### src/rtl/branch_flush_ctrl.sv
// Branch redirect/flush sequencer with an in-order prediction tracking queue.
// Optional statistics counters are built only when BRANCH_STATS_EN is defined.
module branch_flush_ctrl #(
  parameter int DEPTH          = 2,
  parameter int RECOVER_CYCLES = 1,
  parameter int CNT_W          = 16
) (
  input  logic                     clk_i,
  input  logic                     rst_i,
  input  logic                     ID_Branch_i,
  input  logic                     ID_predTaken_i,
  input  logic                     ID_Stall_i,
  input  logic                     EX_Branch_i,
  input  logic                     EX_realTaken_i,
  output logic                     EX_predTaken_o,
  output logic                     Flush_IF_ID_o,
  output logic                     Flush_ID_EX_o,
  output logic [1:0]               pc_select_o,
  output logic                     Stall_ID_o,
  output logic                     Queue_Err_o,
  output logic [CNT_W-1:0]         Branch_Cnt_o,
  output logic [CNT_W-1:0]         Mispred_Cnt_o,
  output logic                     dbg_state_o,
  output logic [$clog2(DEPTH):0]   dbg_q_count_o
);
  localparam int AW = $clog2(DEPTH);

  // Handshake: a push is accepted only in a cycle where w_push is high; a pop
  // happens whenever EX resolves a branch and an entry exists. No back-pressure
  // other than Stall_ID_o, which is raised only when a push would overflow.

  typedef enum logic {S_RUN = 1'b0, S_RECOVER = 1'b1} state_t;

  state_t        r_state;
  logic [1:0]    r_sup_cnt;
  logic          r_q [DEPTH];
  logic [AW-1:0] r_wr_ptr;
  logic [AW-1:0] r_rd_ptr;
  logic [AW:0]   r_count;
  logic          r_queue_err;

  logic w_empty, w_full, w_head, w_mispredict, w_suppress;
  logic w_stall, w_push, w_pop, w_redirect;

  assign w_empty      = (r_count == '0);
  assign w_full       = (r_count == (AW+1)'(DEPTH));
  assign w_head       = w_empty ? 1'b0 : r_q[r_rd_ptr];
  assign w_mispredict = EX_Branch_i & (EX_realTaken_i != w_head);
  assign w_suppress   = (r_state == S_RECOVER);
  assign w_stall      = ID_Branch_i & w_full & ~EX_Branch_i;
  assign w_push       = ID_Branch_i & ~ID_Stall_i & ~w_stall & ~w_mispredict & ~w_suppress;
  assign w_pop        = EX_Branch_i & ~w_empty;
  assign w_redirect   = ID_Branch_i & ID_predTaken_i & ~ID_Stall_i & ~w_suppress & ~w_stall;

  always_comb begin
    Flush_IF_ID_o = 1'b0;
    Flush_ID_EX_o = 1'b0;
    pc_select_o   = 2'b00;
    if (w_mispredict) begin
      Flush_IF_ID_o = 1'b1;
      Flush_ID_EX_o = 1'b1;
      pc_select_o   = EX_realTaken_i ? 2'b11 : 2'b10;
    end else if (w_redirect) begin
      Flush_IF_ID_o = 1'b1;
      pc_select_o   = 2'b01;
    end
  end

  assign EX_predTaken_o = w_head;
  assign Stall_ID_o     = w_stall;
  assign Queue_Err_o    = r_queue_err;
  assign dbg_state_o    = (r_state == S_RECOVER);
  assign dbg_q_count_o  = r_count;

  // A mispredict squashes every tracked entry, including a same-cycle push.
  always_ff @(posedge clk_i) begin
    if (rst_i) begin
      r_wr_ptr <= '0;
      r_rd_ptr <= '0;
      r_count  <= '0;
      for (int i = 0; i < DEPTH; i++) r_q[i] <= 1'b0;
    end else if (w_mispredict) begin
      r_wr_ptr <= '0;
      r_rd_ptr <= '0;
      r_count  <= '0;
    end else begin
      if (w_push) begin
        r_q[r_wr_ptr] <= ID_predTaken_i;
        r_wr_ptr      <= r_wr_ptr + 1'b1;
      end
      if (w_pop) r_rd_ptr <= r_rd_ptr + 1'b1;
      case ({w_push, w_pop})
        2'b10:   r_count <= r_count + 1'b1;
        2'b01:   r_count <= r_count - 1'b1;
        default: r_count <= r_count;
      endcase
    end
  end

  always_ff @(posedge clk_i) begin
    if (rst_i) begin
      r_state   <= S_RUN;
      r_sup_cnt <= 2'd0;
    end else begin
      case (r_state)
        S_RUN: begin
          if (w_mispredict) begin
            r_state   <= S_RECOVER;
            r_sup_cnt <= 2'(RECOVER_CYCLES);
          end
        end
        S_RECOVER: begin
          if (w_mispredict) begin
            r_sup_cnt <= 2'(RECOVER_CYCLES);
          end else if (r_sup_cnt == 2'd1) begin
            r_state   <= S_RUN;
            r_sup_cnt <= 2'd0;
          end else begin
            r_sup_cnt <= r_sup_cnt - 2'd1;
          end
        end
        default: begin
          r_state   <= S_RUN;
          r_sup_cnt <= 2'd0;
        end
      endcase
    end
  end

  always_ff @(posedge clk_i) begin
    if (rst_i)                      r_queue_err <= 1'b0;
    else if (EX_Branch_i & w_empty) r_queue_err <= 1'b1;
  end

`ifdef BRANCH_STATS_EN
  logic [CNT_W-1:0] r_branch_cnt;
  logic [CNT_W-1:0] r_mispred_cnt;

  // Both counters saturate rather than wrap.
  always_ff @(posedge clk_i) begin
    if (rst_i) begin
      r_branch_cnt  <= '0;
      r_mispred_cnt <= '0;
    end else begin
      if (EX_Branch_i && (r_branch_cnt != '1))   r_branch_cnt  <= r_branch_cnt + 1'b1;
      if (w_mispredict && (r_mispred_cnt != '1)) r_mispred_cnt <= r_mispred_cnt + 1'b1;
    end
  end

  assign Branch_Cnt_o  = r_branch_cnt;
  assign Mispred_Cnt_o = r_mispred_cnt;
`else
  assign Branch_Cnt_o  = '0;
  assign Mispred_Cnt_o = '0;
`endif

endmodule

### config.mk
export PLATFORM = sky130hd
export DESIGN_NAME = branch_flush_ctrl
export DESIGN_NICKNAME = d
export VERILOG_FILES = /design/src/rtl/branch_flush_ctrl.sv
export SDC_FILE = /design/constraint.sdc
export NUM_CORES = 1
export LEC_CHECK = 0
export ABC_AREA = 1
export CAP_MARGIN = 20
export CELL_PAD_IN_SITES_DETAIL_PLACEMENT = 2
export CELL_PAD_IN_SITES_GLOBAL_PLACEMENT = 2
export CORE_ASPECT_RATIO = 1.2
export CORE_MARGIN = 5
export CORE_UTILIZATION = 20
export DETAILED_ROUTE_END_ITERATION = 16
export GPL_TIMING_DRIVEN = 0
export PLACE_DENSITY_LB_ADDON = 0.1
export SYNTH_ARGS = -nofsm -noshare
export SYNTH_HDL_FRONTEND = slang
export SYNTH_SLANG_ARGS = --single-unit
### constraint.sdc
create_clock -name clk_i -period 2.4 [get_ports clk_i]
set_input_delay 0.72 -clock clk_i [delete_from_list [all_inputs] [get_ports clk_i]]
set_output_delay 0.72 -clock clk_i [all_outputs]
set_load 0.01 [all_outputs]
==> out/qor.yml <==
detail_route.first_pass.iterations: 3
postSynthAreaPerCell_sq_um: 7.35
dp_cells: 213
gp_routability_congestion: 0.611
hold_viol_final: 0
fp-row-count: 25
vdd_drop_max_v: 0.000191
cts.reportedPaths.clkPinSlew_ns: 0.05
largest_net_degree_at_the_start_of_global_routing: 7
number_of_antenna_violations_at_the_first_check_in_global_routing: 0
global_route.overflow_total: 0
grt_first_pass_wirelength_mm: 4.00
wire_per_inst_microns: 9.92
worst_skew_pair.late_latency_ns: 0.23
critical_path_arrival_ns: 1.59
cp-end-kind: "primary output"
postRouteAntennaNets: 0
post_route_clock_period_utilization_pct: 96.4
place.port_buffers: 16
synthesized_instance_count: 112
area.growth.synth_to_final_pct: 51.4
cts_tree: "done"
final-max-slew-violation-count: 0
cts_max_level: 1
die_w_microns: 68.6
number_of_global_route_vias_before_repair: 945
layout_common_cells: "sky130_fd_sc_hd__buf_4 (38), sky130_fd_sc_hd__conb_1 (32), sky130_fd_sc_hd__inv_1 (12), sky130_fd_sc_hd__nand2_1 (12), sky130_fd_sc_hd__nor2_1 (12)"
rsz_0062_raised_after_global_routing: "no"
cts.path.max_buffers: 2
tritoncts_num_sinks: 11
via_count_normalized_by_instance_count: 3.47
worst_hold_path_type: "reg2reg"
timing.final.ws_setup_ns: 0.0866
cts_buffers: 3
path_class: "in2out"
die_height_microns: 80.3
layout.cells.most_common: "sky130_fd_sc_hd__buf_4"
final_cell_count_no_fill: 222
num-nets-final: 178
finalHoldWorstSlack_ns: 0.492
cts_root_buf: "sky130_fd_sc_hd__clkbuf_8"
path_max_fanout: 2
num-fill-cells: 507
start_util_pct: 20.7
timing.final.setup_violations: 0
synth_area_leader_cell: "sky130_fd_sc_hd__buf_4"
insertedDiodeCount: 0
drive_gt1_share_pct: 33.3
synthesis.area_sq_um: 823
ys_top_cells_by_area: "sky130_fd_sc_hd__buf_4 (30%), sky130_fd_sc_hd__dfxtp_1 (22%), sky130_fd_sc_hd__edfxtp_1 (7.3%)"
yosysWarningCount: 0
fmax_mhz: 432
route.vias.total: 770
placeableCoreArea_sq_um: 3970
globalRouteTotalUtil_pct: 9.45
leakage_nw: 0.691
postRouteWirelength_mm: 2.20
synthDominantCellAreaShare_pct: 30.1
dr.first_iter.drc_count: 19
post-route-min-period_ns: 2.31
run_status: "complete, no violations"
synth.distinct_cells: 20
cp-start-kind: "input port"
place_worst_setup_slack_ns: -0.799
cts_stage_hold_buffer_count: 0
number_of_max_cap_violations: 0
finish.utilization_pct: 31.4
floorplan.io_pins: 49
dp.final_hpwl_mm: 1.90
cp_data_required_time_ns: 1.68
dieArea_sq_um: 5510
number_of_remaining_drc_errors: 0
power_per_cell_area_nw_per_um2: 457
clock-skew-final_ns: 0.000378
ys_seq_area_share_pct: 29.2
postSynthRegisterBits: 11
[cell families after synthesis]
| kind of cell | after synthesis | synth area share [%] |
|---|---|---|
| AND/OR/NAND/NOR | 37 | 20.5 |
| flip-flops | 11 | 29.2 |
| buffers and inverters | 48 | 37.8 |
| AO/OA/AOI/OAI | 11 | 6.84 |
| adder cells (fa/ha/maj) | 2 | 3.04 |
| XOR/XNOR | 2 | 2.13 |
| other | 1 | 0.455 |
[critical path: stages]
cell                              delay, ns
sky130_fd_sc_hd__clkdlybuf4s15_1       0.20
sky130_fd_sc_hd__inv_1                 0.06
sky130_fd_sc_hd__buf_4                 0.13
sky130_fd_sc_hd__buf_4                 0.12
sky130_fd_sc_hd__buf_4                 0.12
sky130_fd_sc_hd__o21ai_1               0.11
sky130_fd_sc_hd__buf_2                 0.14
[layout make-up]
cell class	instances	area (sq um)	area share [%]
Multi-Input combinational cell	84	408	32.7
Buffer	34	259	20.8
Sequential cell	11	240	19.3
Timing Repair Buffer	21	174	14.0
Tap cell	54	67.6	5.42
Inverter	14	52.6	4.22
Clock buffer	4	45.0	3.61
[final timing paths]
check / startpoint / endpoint / slack (ns) / cells after the start
worst max-delay path: EX_realTaken_i / pc_select_o[0] / 0.09 / 7
worst min-delay path: r_rd_ptr$_SDFFE_PP0P_ / register / 0.49 / 2
worst max register to register: dbg_q_count_o[0]$_SDFFE_PP0P_ / dbg_q_count_o[1]$_SDFFE_PP0P_ / 0.53 / 11
worst min register to register: r_rd_ptr$_SDFFE_PP0P_ / register / 0.49 / 2
[power breakdown]
part | leakage, nW | total, mW | internal [mW] | switching (mW)
registers | 0.0945 | 0.212 | 0.201 | 0.0112
logic | 0.574 | 0.174 | 0.0866 | 0.0872
clock network | 0.0228 | 0.184 | 0.116 | 0.0671
total | 0.691 | 0.570 | 0.404 | 0.165
[registers in the layout (all words and copies together) (netlist names), named ones only]
register / count
r_rd_ptr: 1
dbg_q_count_o: 2
Queue_Err_o: 1
dbg_state_o: 1
r_wr_ptr: 1
r_q: 2
r_sup_cnt: 2
[synthesized netlist by cell type]
library cell,n
sky130_fd_sc_hd__a21oi_1,7
sky130_fd_sc_hd__a31oi_1,1
sky130_fd_sc_hd__buf_4,33
sky130_fd_sc_hd__buf_6,1
sky130_fd_sc_hd__conb_1,1
sky130_fd_sc_hd__dfxtp_1,9
sky130_fd_sc_hd__edfxtp_1,2
sky130_fd_sc_hd__ha_1,2
sky130_fd_sc_hd__inv_1,13
sky130_fd_sc_hd__inv_2,1
sky130_fd_sc_hd__nand2_1,12
sky130_fd_sc_hd__nand2_2,1
sky130_fd_sc_hd__nand2_4,1
sky130_fd_sc_hd__nand3_1,7
sky130_fd_sc_hd__nand3_2,1
sky130_fd_sc_hd__nor2_1,13
sky130_fd_sc_hd__o21ai_0,2
sky130_fd_sc_hd__o21ai_1,1
sky130_fd_sc_hd__or2_2,2
sky130_fd_sc_hd__xor2_1,2
[routing by layer]
metal	vias up	share of wire [%]	GRT usage, %
li1	391	-	-
met1	354	39	10.4
met2	23	55	16.7
met3	2	6.1	2.94
met4	0	0.64	2.98
met5	-	0	0
[per-stage QoR]
step / TNS [ns] / area (sq um) / power [mW]
6_report: 0 / 1250 / 0.570
5_1_grt: 0 / 1250 / 0.611
4_1_cts: -0.000307 / 1240 / 0.579
3_5_place_dp: -3.43 / 1170 / 0.386
3_3_place_gp: -3.13 / 1170 / 0.380
2_1_floorplan: 0 / 940 / 0.333
[timing repair]
item                                    4_1_cts  5_1_grt
endpoints found under the setup margin        6        3
setup buffers                                 5        0
cloned                                        0        0
pin swaps                                     2        2
resized for setup                            23        5
endpoints found under the hold margin         0        0
(Power assumes the default switching activity.)
